File: src/rtl/elevator_car_controller.sv
// Car-side controller. It latches floor calls, steps the car one floor at a time under a travel timer,
// and opens the door when the car reaches a called floor. It executes the moves that the direction calculator requests.
module elevator_car_controller #(
    parameter int FLOOR_BITS    = 3,
    parameter int TRAVEL_CYCLES = 4,
    parameter int DOOR_CYCLES   = 3
) (
    input  logic                       clock,
    input  logic                       reset,
    input  logic [2**FLOOR_BITS-1:0]   call_req,
    input  logic                       direction,
    input  logic                       should_move,
    output logic [2**FLOOR_BITS-1:0]   floors_called,
    output logic [FLOOR_BITS-1:0]      current_floor,
    output logic                       moving,
    output logic                       door_open,
    output logic                       arrived
);

    localparam int NUM_FLOORS = 2**FLOOR_BITS;
    localparam int MAX_CYCLES = (TRAVEL_CYCLES > DOOR_CYCLES) ? TRAVEL_CYCLES : DOOR_CYCLES;
    localparam int TIMER_W    = $clog2(MAX_CYCLES + 1);

    localparam logic [TIMER_W-1:0]    TRAVEL_LOAD = TIMER_W'(TRAVEL_CYCLES - 1);
    localparam logic [TIMER_W-1:0]    DOOR_LOAD   = TIMER_W'(DOOR_CYCLES - 1);
    localparam logic [FLOOR_BITS-1:0] TOP_FLOOR   = '1;
    localparam logic [NUM_FLOORS-1:0] FLOOR_ONE   = NUM_FLOORS'(1);

    localparam logic [1:0] ST_IDLE   = 2'd0;
    localparam logic [1:0] ST_MOVING = 2'd1;
    localparam logic [1:0] ST_ARRIVE = 2'd2;
    localparam logic [1:0] ST_DOOR   = 2'd3;

    logic [1:0]            r_state;
    logic [FLOOR_BITS-1:0] r_floor;
    logic [NUM_FLOORS-1:0] r_called;
    logic [TIMER_W-1:0]    r_timer;
    logic                  r_dir;

    logic [1:0]            w_state_next;
    logic [FLOOR_BITS-1:0] w_floor_next;
    logic [NUM_FLOORS-1:0] w_called_next;
    logic [NUM_FLOORS-1:0] w_clear_mask;
    logic [TIMER_W-1:0]    w_timer_next;
    logic                  w_dir_next;
    logic                  w_clear;
    logic                  w_here_called;
    logic                  w_move_ok;

    assign w_here_called = r_called[r_floor];
    // A request that would drive the car past either end of the shaft is ignored.
    assign w_move_ok = should_move
                    && !(direction  && (r_floor == TOP_FLOOR))
                    && !(!direction && (r_floor == '0));

    // NOTE: every signal gets a default first so that no path through the case infers a latch.
    always_comb begin
        w_state_next = r_state;
        w_floor_next = r_floor;
        w_timer_next = r_timer;
        w_dir_next   = r_dir;
        w_clear      = 1'b0;
        case (r_state)
            ST_IDLE, ST_ARRIVE: begin
                if (w_here_called) begin
                    w_state_next = ST_DOOR;
                    w_clear      = 1'b1;
                    w_timer_next = DOOR_LOAD;
                end else if (w_move_ok) begin
                    w_state_next = ST_MOVING;
                    w_dir_next   = direction;
                    w_timer_next = TRAVEL_LOAD;
                end else begin
                    w_state_next = ST_IDLE;
                end
            end
            ST_MOVING: begin
                if (r_timer == '0) begin
                    w_floor_next = r_dir ? r_floor + 1'b1 : r_floor - 1'b1;
                    w_state_next = ST_ARRIVE;
                end else begin
                    w_timer_next = r_timer - 1'b1;
                end
            end
            ST_DOOR: begin
                // Calls for the floor the door is open at are absorbed without touching the timer.
                w_clear = 1'b1;
                if (r_timer == '0) begin
                    w_state_next = ST_IDLE;
                end else begin
                    w_timer_next = r_timer - 1'b1;
                end
            end
            default: w_state_next = ST_IDLE;
        endcase
    end

    assign w_clear_mask  = w_clear ? (FLOOR_ONE << r_floor) : '0;
    assign w_called_next = (r_called | call_req) & ~w_clear_mask;

    // NOTE: state registers use non-blocking assignments so every flop samples pre-edge values.
    always_ff @(posedge clock) begin
        if (reset) begin
            r_state  <= ST_IDLE;
            r_floor  <= '0;
            r_called <= '0;
            r_timer  <= '0;
            r_dir    <= 1'b0;
        end else begin
            r_state  <= w_state_next;
            r_floor  <= w_floor_next;
            r_called <= w_called_next;
            r_timer  <= w_timer_next;
            r_dir    <= w_dir_next;
        end
    end

    assign floors_called = r_called;
    assign current_floor = r_floor;
    assign moving        = (r_state == ST_MOVING);
    assign door_open     = (r_state == ST_DOOR);
    assign arrived       = (r_state == ST_ARRIVE);

endmodule
File: config.mk
export PLATFORM = sky130hd
export DESIGN_NAME = elevator_car_controller
export DESIGN_NICKNAME = d
export VERILOG_FILES = /design/src/rtl/elevator_car_controller.sv
export SDC_FILE = /design/constraint.sdc
export NUM_CORES = 1
export LEC_CHECK = 0
export CORE_MARGIN = 5
export CORE_UTILIZATION = 46
export DETAILED_ROUTE_END_ITERATION = 10
export PLACE_DENSITY = 0.77
export RECOVER_POWER = 100
export SLEW_MARGIN = 20
export SYNTH_ARGS = -nofsm -noshare
export SYNTH_HDL_FRONTEND = slang
export SYNTH_SLANG_ARGS = --single-unit
File: constraint.sdc
create_clock -name clock -period 1.9 [get_ports clock]
set_input_delay 0.475 -clock clock [delete_from_list [all_inputs] [get_ports clock]]
set_output_delay 0.475 -clock clock [all_outputs]
set_load 0.005 [all_outputs]
==> results of run 1 <==
[final cells by class]
cell class | instances | share of cell area [%]
well taps | 27 | 2.660
inverters | 5 | 1.478
repair buffers | 32 | 24.83
flip-flops and latches | 17 | 27.29
multi-input cells | 63 | 41.67
clock buffers | 4 | 2.069
[Yosys cell counts, drive strengths merged, types with 2 or more instances]
master   n  area [um2]
inv      5       18.77
clkbuf   3       11.26
mux2i    3       42.54
nor2b    4       25.02
nand2    2       7.510
xnor2    4       35.03
buf      4       25.02
ha       2       25.02
a41oi    2       17.52
mux4     2       45.04
nor2    11       41.29
nand2b   3       18.77
a311oi   6       52.55
o21bai   3       33.78
dfxtp   17       340.3
nor3b    2       20.02
[logic make-up (layout without fill, tap and decap cells)]
logic type	Yosys count	count (layout)	share of synthesized area, %
XOR/XNOR	5	5	4.698
AO/OA/AOI/OAI	19	19	18.79
AND/OR/NAND/NOR	30	30	18.66
flip-flops	17	17	36.51
adder cells (fa/ha/maj)	3	3	4.832
multiplexers	6	6	10.60
buffers and inverters	12	41	5.906
[per-stage QoR]
stage               instance area, um2  setup TNS (ps)  instances
finish                            1270               0        148
global route                      1270               0        148
CTS                               1272               0        148
detailed placement                1245          -102.4        144
global placement                  1245          -56.43        144
floorplan                        932.1               0         92
[flip-flops by register name, summed over array words and instances (netlist names)]
signal,cells
current_floor,3
floors_called,8
r_dir,1
r_state,2
r_timer,3
[layer usage]
layer,GRT usage [%],part of all wire [%],vias up
met5,0,0,-
met4,3.644,1.2,0
met3,5.094,6.6,3
met2,26.97,50,18
met1,17.96,42,358
li1,-,-,388
[repair_timing]
item	4_1_cts	5_1_grt
hold buffers	0	0
gates resized for setup	1	3
endpoints found under the setup margin	1	4
[path summary, 6_finish.rpt]
| path | startpoint | end | slack (ps) | cells past startpoint |
|---|---|---|---|---|
| max reg2reg | current_floor[1] | floors_called[6] | 160 | 4 |
| min reg2reg | r_dir | r_dir | 510 | 2 |
| min | r_dir | r_dir | 510 | 2 |
| max | r_state[0] | door_open | 70 | 2 |
[power groups by stage]
| stage | clock network (W) | registers [W] | logic (W) |
|---|---|---|---|
| after floorplan | 0 | 0.000526 | 0.000748 |
| after global placement | 0 | 0.000572 | 0.00100 |
| after detailed placement | 0 | 0.000575 | 0.00103 |
| after CTS | 0.000201 | 0.000569 | 0.00103 |
| after global routing | 0.000217 | 0.000594 | 0.00109 |
| final | 0.000197 | 0.000571 | 0.000985 |
[critical path, cell delays in order, from the launching register on]
cell             delay [ps]
dfxtp_1                 380
and2_0                  170
clkdlybuf4s50_1         510
[cells in the final DEF (no fill, tap or decap), types with 3 or more instances in the layout]
master           instances
a311oi_1                 6
buf_4                    5
clkbuf_4                 4
clkdlybuf4s50_1         15
dfxtp_1                 14
dlygate4sd3_1           10
inv_1                    5
nand2b_1                 3
nor2_1                  11
nor2b_1                  4
xnor2_1                  4
==> flow_summary.ini, run 1 <==
[routing]
first_pass_iters = 4
wirelength_mm = 1.993
vias = 767
routedWlPerCell_um = 13.47
vias_per_cell = 5.182
drc_errors = 0
drt_iter0_drc = 10
ant_nets = 0

[pwr]
p_sw_share_pct = 38.99
p_per_area_nw_per_um2 = 1381
total_power_w = 0.001753
combPwrFrac_pct = 56.2
p_switching_w = 0.0006835
vdd_drop_max_mv = 0.7865
p_leak_nw = 0.4910
internal_power_w = 0.001070
seq_power_share_pct = 32.6
p_clk_share_pct = 11.2

[logic_synthesis]
synth_cell_types = 40
synth_flop_cell = dfxtp_1
syn_inst = 92
synthesis.nets = 107
synth-edff-count = 0
synth_seq_cells = 17
async_reset_ff_share_pct = 0
ys_seq_area_share_pct = 36.51
synth_warnings = 0
postSynthAreaPerCell_um2 = 10.13
netlist_area_um2 = 932.1

[setup_path]
crit_type = register to output port
worst_ep_required_time_ps = 1420
cp-end-kind = output port
path_max_fanout = 4
start_kind = register
arrival_ps = 1360

[clocking]
cts_buffer_depth = 2
clock_sinks = 17
cts_made_buffers = 3
cts_max_level = 1
cts_root_buf = clkbuf_4
cts_tree = built
clock_latency_ps = 300
cts_setup_buffers = 0
path_clk_slew_ps = 90

[placed_design]
dp_hpwl_mm = 1.568
port-buffer-count = 25
place_congestion = 0.8374
dp_slack_ps = -66.01

[timing]
hold_violations = 0
fmax_ghz = 0.5463
whs_ps = 506.2
report.final.slew_viol_count = 0
finalCritPeriodShare_pct = 96.34
tightest_slew_ps = 353.1
setup_violations = 0
finalWorstSetupSlack_ps = 69.50
skew_ps = 1.388
min_period_ps = 1831
slew_headroom_pct = 76.44
grt_setup_unrepaired = no

[die]
start_util_pct = 48.00
rows = 16
die_height_um = 55.02
fp.coreArea_um2 = 1942
die_width_um = 55.02
dieArea_um2 = 3027
io_pins = 26

[layout]
multi_input_area_um2 = 529.3
fin_nets = 137
utilization_pct = 65.40
syn_to_final_growth_pct = 36.24
n_antenna_cell = 0
fillers = 167
regArea_um2 = 346.6
drive_above_1_share_pct = 18.18

[grt]
grt-ovfl-total = 0
grt_pass1_wl_mm = 3.291
grt_pass1_vias = 731
antenna_found_initial = 0
grt_max_degree = 20
track_usage_pct = 15.37

[job]
maxCapViolations = 0

[worst_hold_path]
holdCritPathClass = register to register

[run_status]
status = finished clean
Note: power is estimated with default switching activity, not from simulation.
==> run 2, diff against run 1 <==
Settings changed: GPL_TIMING_DRIVEN set to 0.
==> run 2 against run 1 <==
Sequential cell count unchanged. Highest routed layer unchanged. Sequential share of layout area decreased by 0.61 points. Core utilization up 0.77 points. Hold slack worse by 11 ps. Fmax grew 1.4%. First-iteration DRC count fell by 30%. Final cell count up 1.4%. Clock skew rose by 2.9 ps. Combinational power grew 14%. Largest cell class unchanged.
==> flow_summary.ini, run 2 (synthesized netlist as in run 1, its figures left out) <==
[routing]
routedWlPerCell_um = 13.65
vias_per_cell = 5.347
drc_errors = 0
drt_iter0_drc = 7
ant_nets = 0
wirelength_mm = 2.047
vias = 802
first_pass_iters = 4

[timing]
fmax_ghz = 0.5537
tightest_slew_ps = 423.8
finalWorstSetupSlack_ps = 93.92
report.final.slew_viol_count = 0
setup_violations = 0
slew_headroom_pct = 71.75
hold_violations = 0
fin_tns_setup_ps = 0
grt_setup_unrepaired = yes
min_period_ps = 1806
finalCritPeriodShare_pct = 95.06
skew_ps = 4.334

[setup_path]
start_kind = register
crit_type = register to register
cp-startpoint = current_floor[1]
crit_path_end = r_dir
critPathBufInv = 1
reg2reg_to = r_dir
crit_slowest_cell = mux4_2
cp_cell_sequence = buf_6, mux4_2, mux2i_4, nor3b_4, mux2i_1
crit_cells = 5
worst_ep_required_time_ps = 2130
r2r_slack_ps = 90
rr_worst_depth = 5
cp-end-kind = register
arrival_ps = 2030
max_stage_delay_ps = 540
cpLargestDelayFamily = multiplexers
r2r_start = current_floor[1]
path_max_fanout = 7

[die]
die_width_um = 55.02
io_pins = 26
die_height_um = 55.02
fp.coreArea_um2 = 1942
start_util_pct = 48.00
rows = 16
dieArea_um2 = 3027

[run_status]
status = finished clean

[placed_design]
dp_hpwl_mm = 1.543
dp_slack_ps = -154.6
port-buffer-count = 24
place_congestion = 0.7805

[clocking]
cts_made_buffers = 3
cts_buffer_depth = 2
clock_latency_ps = 290
cts_tree = built
path_clk_slew_ps = 110
cts_max_level = 1
cts_root_buf = clkbuf_4
clock_sinks = 17
cts_hold_buf = 0

[grt]
grt-ovfl-total = 0
antenna_found_initial = 0
grt_pass1_vias = 788
grt_max_degree = 11
grt_pass1_wl_mm = 3.325
track_usage_pct = 15.19

[worst_hold_path]
holdCritPathClass = register to register
hold_path_depth = 1
hp-start = r_timer[1]

[job]
maxCapViolations = 0

[pwr]
p_per_area_nw_per_um2 = 1439
p_leak_nw = 0.5228
vdd_drop_max_mv = 0.8806

[layout]
final_cell_mix = dfxtp_1 (15), clkdlybuf4s50_1 (13), nor2_1 (11)
utilization_pct = 66.17
syn_to_final_growth_pct = 37.85
fin_nets = 139
drive_above_1_share_pct = 19.51
layout_commonest_cell = dfxtp_1
largest_reg_flops = 8
n_antenna_cell = 0
-- run 2: changes by cell type in the layout (fill, tap and decap cells not counted), sizes merged --
| cell | change |
|---|---|
| clkdlybuf4s50 | -2 |
| dlygate4sd3 | -2 |
| clkbuf | +1 |
| clkinv | +1 |
| dlygate4sd2 | +2 |
| buf | +1 |
| dlymetal6s2s | +1 |
-- run 2: per-layer routing --
layer	track usage (%)	routed length, um
met5	0	0
met4	6.073	28
met3	2.681	112
met2	25.98	1010
met1	18.75	895
-- run 2: worst min-delay path by stage --
stage | to | slack, ps
after detailed placement | r_timer[1] | 470
after global placement | r_timer[1] | 460
after global routing | r_timer[1] | 540
after floorplan | r_timer[1] | 450
final | r_timer[1] | 490
after CTS | r_timer[1] | 500
-- run 2: report_power, final --
| group | internal (W) | total, W | switching (W) |
|---|---|---|---|
| Sequential | 0.000458 | 0.000529 | 0.0000709 |
| Clock | 0.0000783 | 0.000202 | 0.000123 |
| Combinational | 0.000586 | 0.00112 | 0.000531 |
| Total | 0.00112 | 0.00185 | 0.000726 |
-- run 2: layout make-up --
| class | count | area [um2] |
|---|---|---|
| Fill cell | 169 | 656.9 |
| Multi-Input combinational cell | 63 | 548.0 |
| Sequential cell | 17 | 342.8 |
| Timing Repair Buffer | 27 | 262.8 |
| Buffer | 7 | 51.30 |
| Tap cell | 27 | 33.78 |
| Clock buffer | 3 | 22.52 |
| Inverter | 5 | 18.77 |
| Clock inverter | 1 | 5.005 |
-- run 2: metrics by stage --
| step | area (um2) | total power, W | instances | hold slack (ps) |
|---|---|---|---|---|
| after detailed placement | 1206 | 0.001581 | 143 | 473.8 |
| after global routing | 1285 | 0.002004 | 150 | 538.8 |
| after global placement | 1206 | 0.001552 | 143 | 458.5 |
| after CTS | 1252 | 0.001815 | 148 | 499.2 |
| final | 1285 | 0.001849 | 150 | 494.7 |
| after floorplan | 932.1 | 0.001274 | 92 | 449.0 |
-- run 2: timing repair --
| action | CTS | global route |
|---|---|---|
| endpoints found under the setup margin | 3 | 11 |
| setup buffers | 1 | 2 |
| pin swaps | 0 | 0 |
| resized for setup | 7 | 8 |
==> run 3, diff against run 2 <==
Settings changed: CORE_MARGIN 5 to 1.5.
==> run 3 against run 2 <==
Final cell count is 0.67% higher. Routed wire length is 1.4% lower. Total power is 0.52% lower. Largest cell class unchanged.
==> flow_summary.ini, run 3 (synthesized netlist as in run 1, its figures left out) <==
[placed_design]
placed_area_um2 = 1206
dp_hpwl_mm = 1.434
port-buffer-count = 24
place_congestion = 0.7899

[setup_path]
arrival_ps = 1990
start_kind = register
worst_ep_required_time_ps = 2080
path_max_fanout = 9
crit_type = register to register
cp-end-kind = register

[pwr]
p_per_area_nw_per_um2 = 1437
total_power_w = 0.001839
p_leak_nw = 0.5256
vdd_drop_max_mv = 0.9612

[grt]
grt_max_degree = 11
antenna_found_initial = 0
grt-ovfl-total = 0
track_usage_pct = 18.77
grt_pass1_vias = 714
grt_pass1_wl_mm = 2.987

[die]
start_util_pct = 48.00
io_pins = 26
rows = 16
die_width_um = 48.02
dieArea_um2 = 2305
fp.coreArea_um2 = 1942
die_height_um = 48.02

[routing]
routedWlPerCell_um = 13.36
drt_iter0_drc = 21
vias_per_cell = 5.510
ant_nets = 0
drc_errors = 0
wirelength_mm = 2.018
vias = 832
first_pass_iters = 4

[worst_hold_path]
holdCritPathClass = register to register

[timing]
grt_setup_unrepaired = no
slew_headroom_pct = 71.03
fmax_ghz = 0.5523
report.final.slew_viol_count = 0
setup_violations = 0
fin_tns_setup_ps = 0
tightest_slew_ps = 434.6
hold_violations = 0
finalCritPeriodShare_pct = 95.30
skew_ps = 5.226
min_period_ps = 1811

[clocking]
cts_root_buf = clkbuf_4
cts_made_buffers = 3
path_clk_slew_ps = 100
clock_latency_ps = 300
cts_max_level = 1
clock_sinks = 17
cts_buffer_depth = 2
cts_tree = built
cts_hold_buf = 0

[layout]
syn_to_final_growth_pct = 37.32
layout_commonest_cell = dfxtp_1
utilization_pct = 65.91
final_area_um2 = 1280
fillers = 179
fin_nets = 140
drive_above_1_share_pct = 18.55
final_cell_mix = dfxtp_1 (14), nor2_1 (11), dlygate4sd3_1 (11)
largest_reg_flops = 8
n_antenna_cell = 0

[run_status]
status = finished clean

[job]
maxCapViolations = 0
==> run 3: cell type report <==
| cell class | count | area [um2] | area share, % |
|---|---|---|---|
| Inverter | 5 | 18.77 | 1.466 |
| Multi-Input combinational cell | 63 | 543.0 | 42.42 |
| Timing Repair Buffer | 28 | 270.3 | 21.11 |
| Buffer | 7 | 43.79 | 3.421 |
| Tap cell | 27 | 33.78 | 2.639 |
| Clock buffer | 4 | 26.28 | 2.053 |
| Sequential cell | 17 | 344.1 | 26.88 |
==> run 3: repair_timing <==
action / 4_1_cts / 5_1_grt
setup endpoints to repair: 3 / 9
buffers inserted: 3 / 1
gates resized for setup: 8 / 6
==> run 3: path summary, 6_finish.rpt <==
path	start	end	slack, ps	cells past startpoint
hold / removal	r_timer[1]	r_timer[1]	490	1
setup / recovery	current_floor[0]	r_timer[0]	90	5
setup reg to reg	current_floor[0]	r_timer[0]	90	5
hold reg to reg	r_timer[1]	r_timer[1]	490	1
==> run 3: worst max-delay path, stage by stage (launching register included) <==
cell and delay, ps:
dfxtp_1 350, clkbuf_2 210, or4_1 560, nand3_1 200, nor3b_1 280, a2111oi_2 90
==> run 3: power breakdown <==
group	internal [W]	switching [W]	total [W]
Sequential	0.000460	0.0000695	0.000529
Combinational	0.000570	0.000540	0.00111
Clock	0.0000819	0.000118	0.000200
Total	0.00111	0.000728	0.00184
==> run 3: metal layers <==
layer	vias up	track usage, %	share of wire, %
li1	402	-	-
met3	2	7.170	5.1
met5	-	0	0
met2	25	32.80	49
met1	403	21.61	45
met4	0	4.324	0.79
==> run 3: stage by stage <==
| step | cells | worst slack (ps) | hold WS [ps] |
|---|---|---|---|
| after floorplan | 92 | 168.7 | 449.0 |
| after global placement | 143 | -128.1 | 465.6 |
| after detailed placement | 143 | -156.2 | 467.0 |
| after CTS | 150 | 31.50 | 491.2 |
| after global routing | 151 | 5.545 | 520.6 |
| final | 151 | 89.34 | 492.6 |
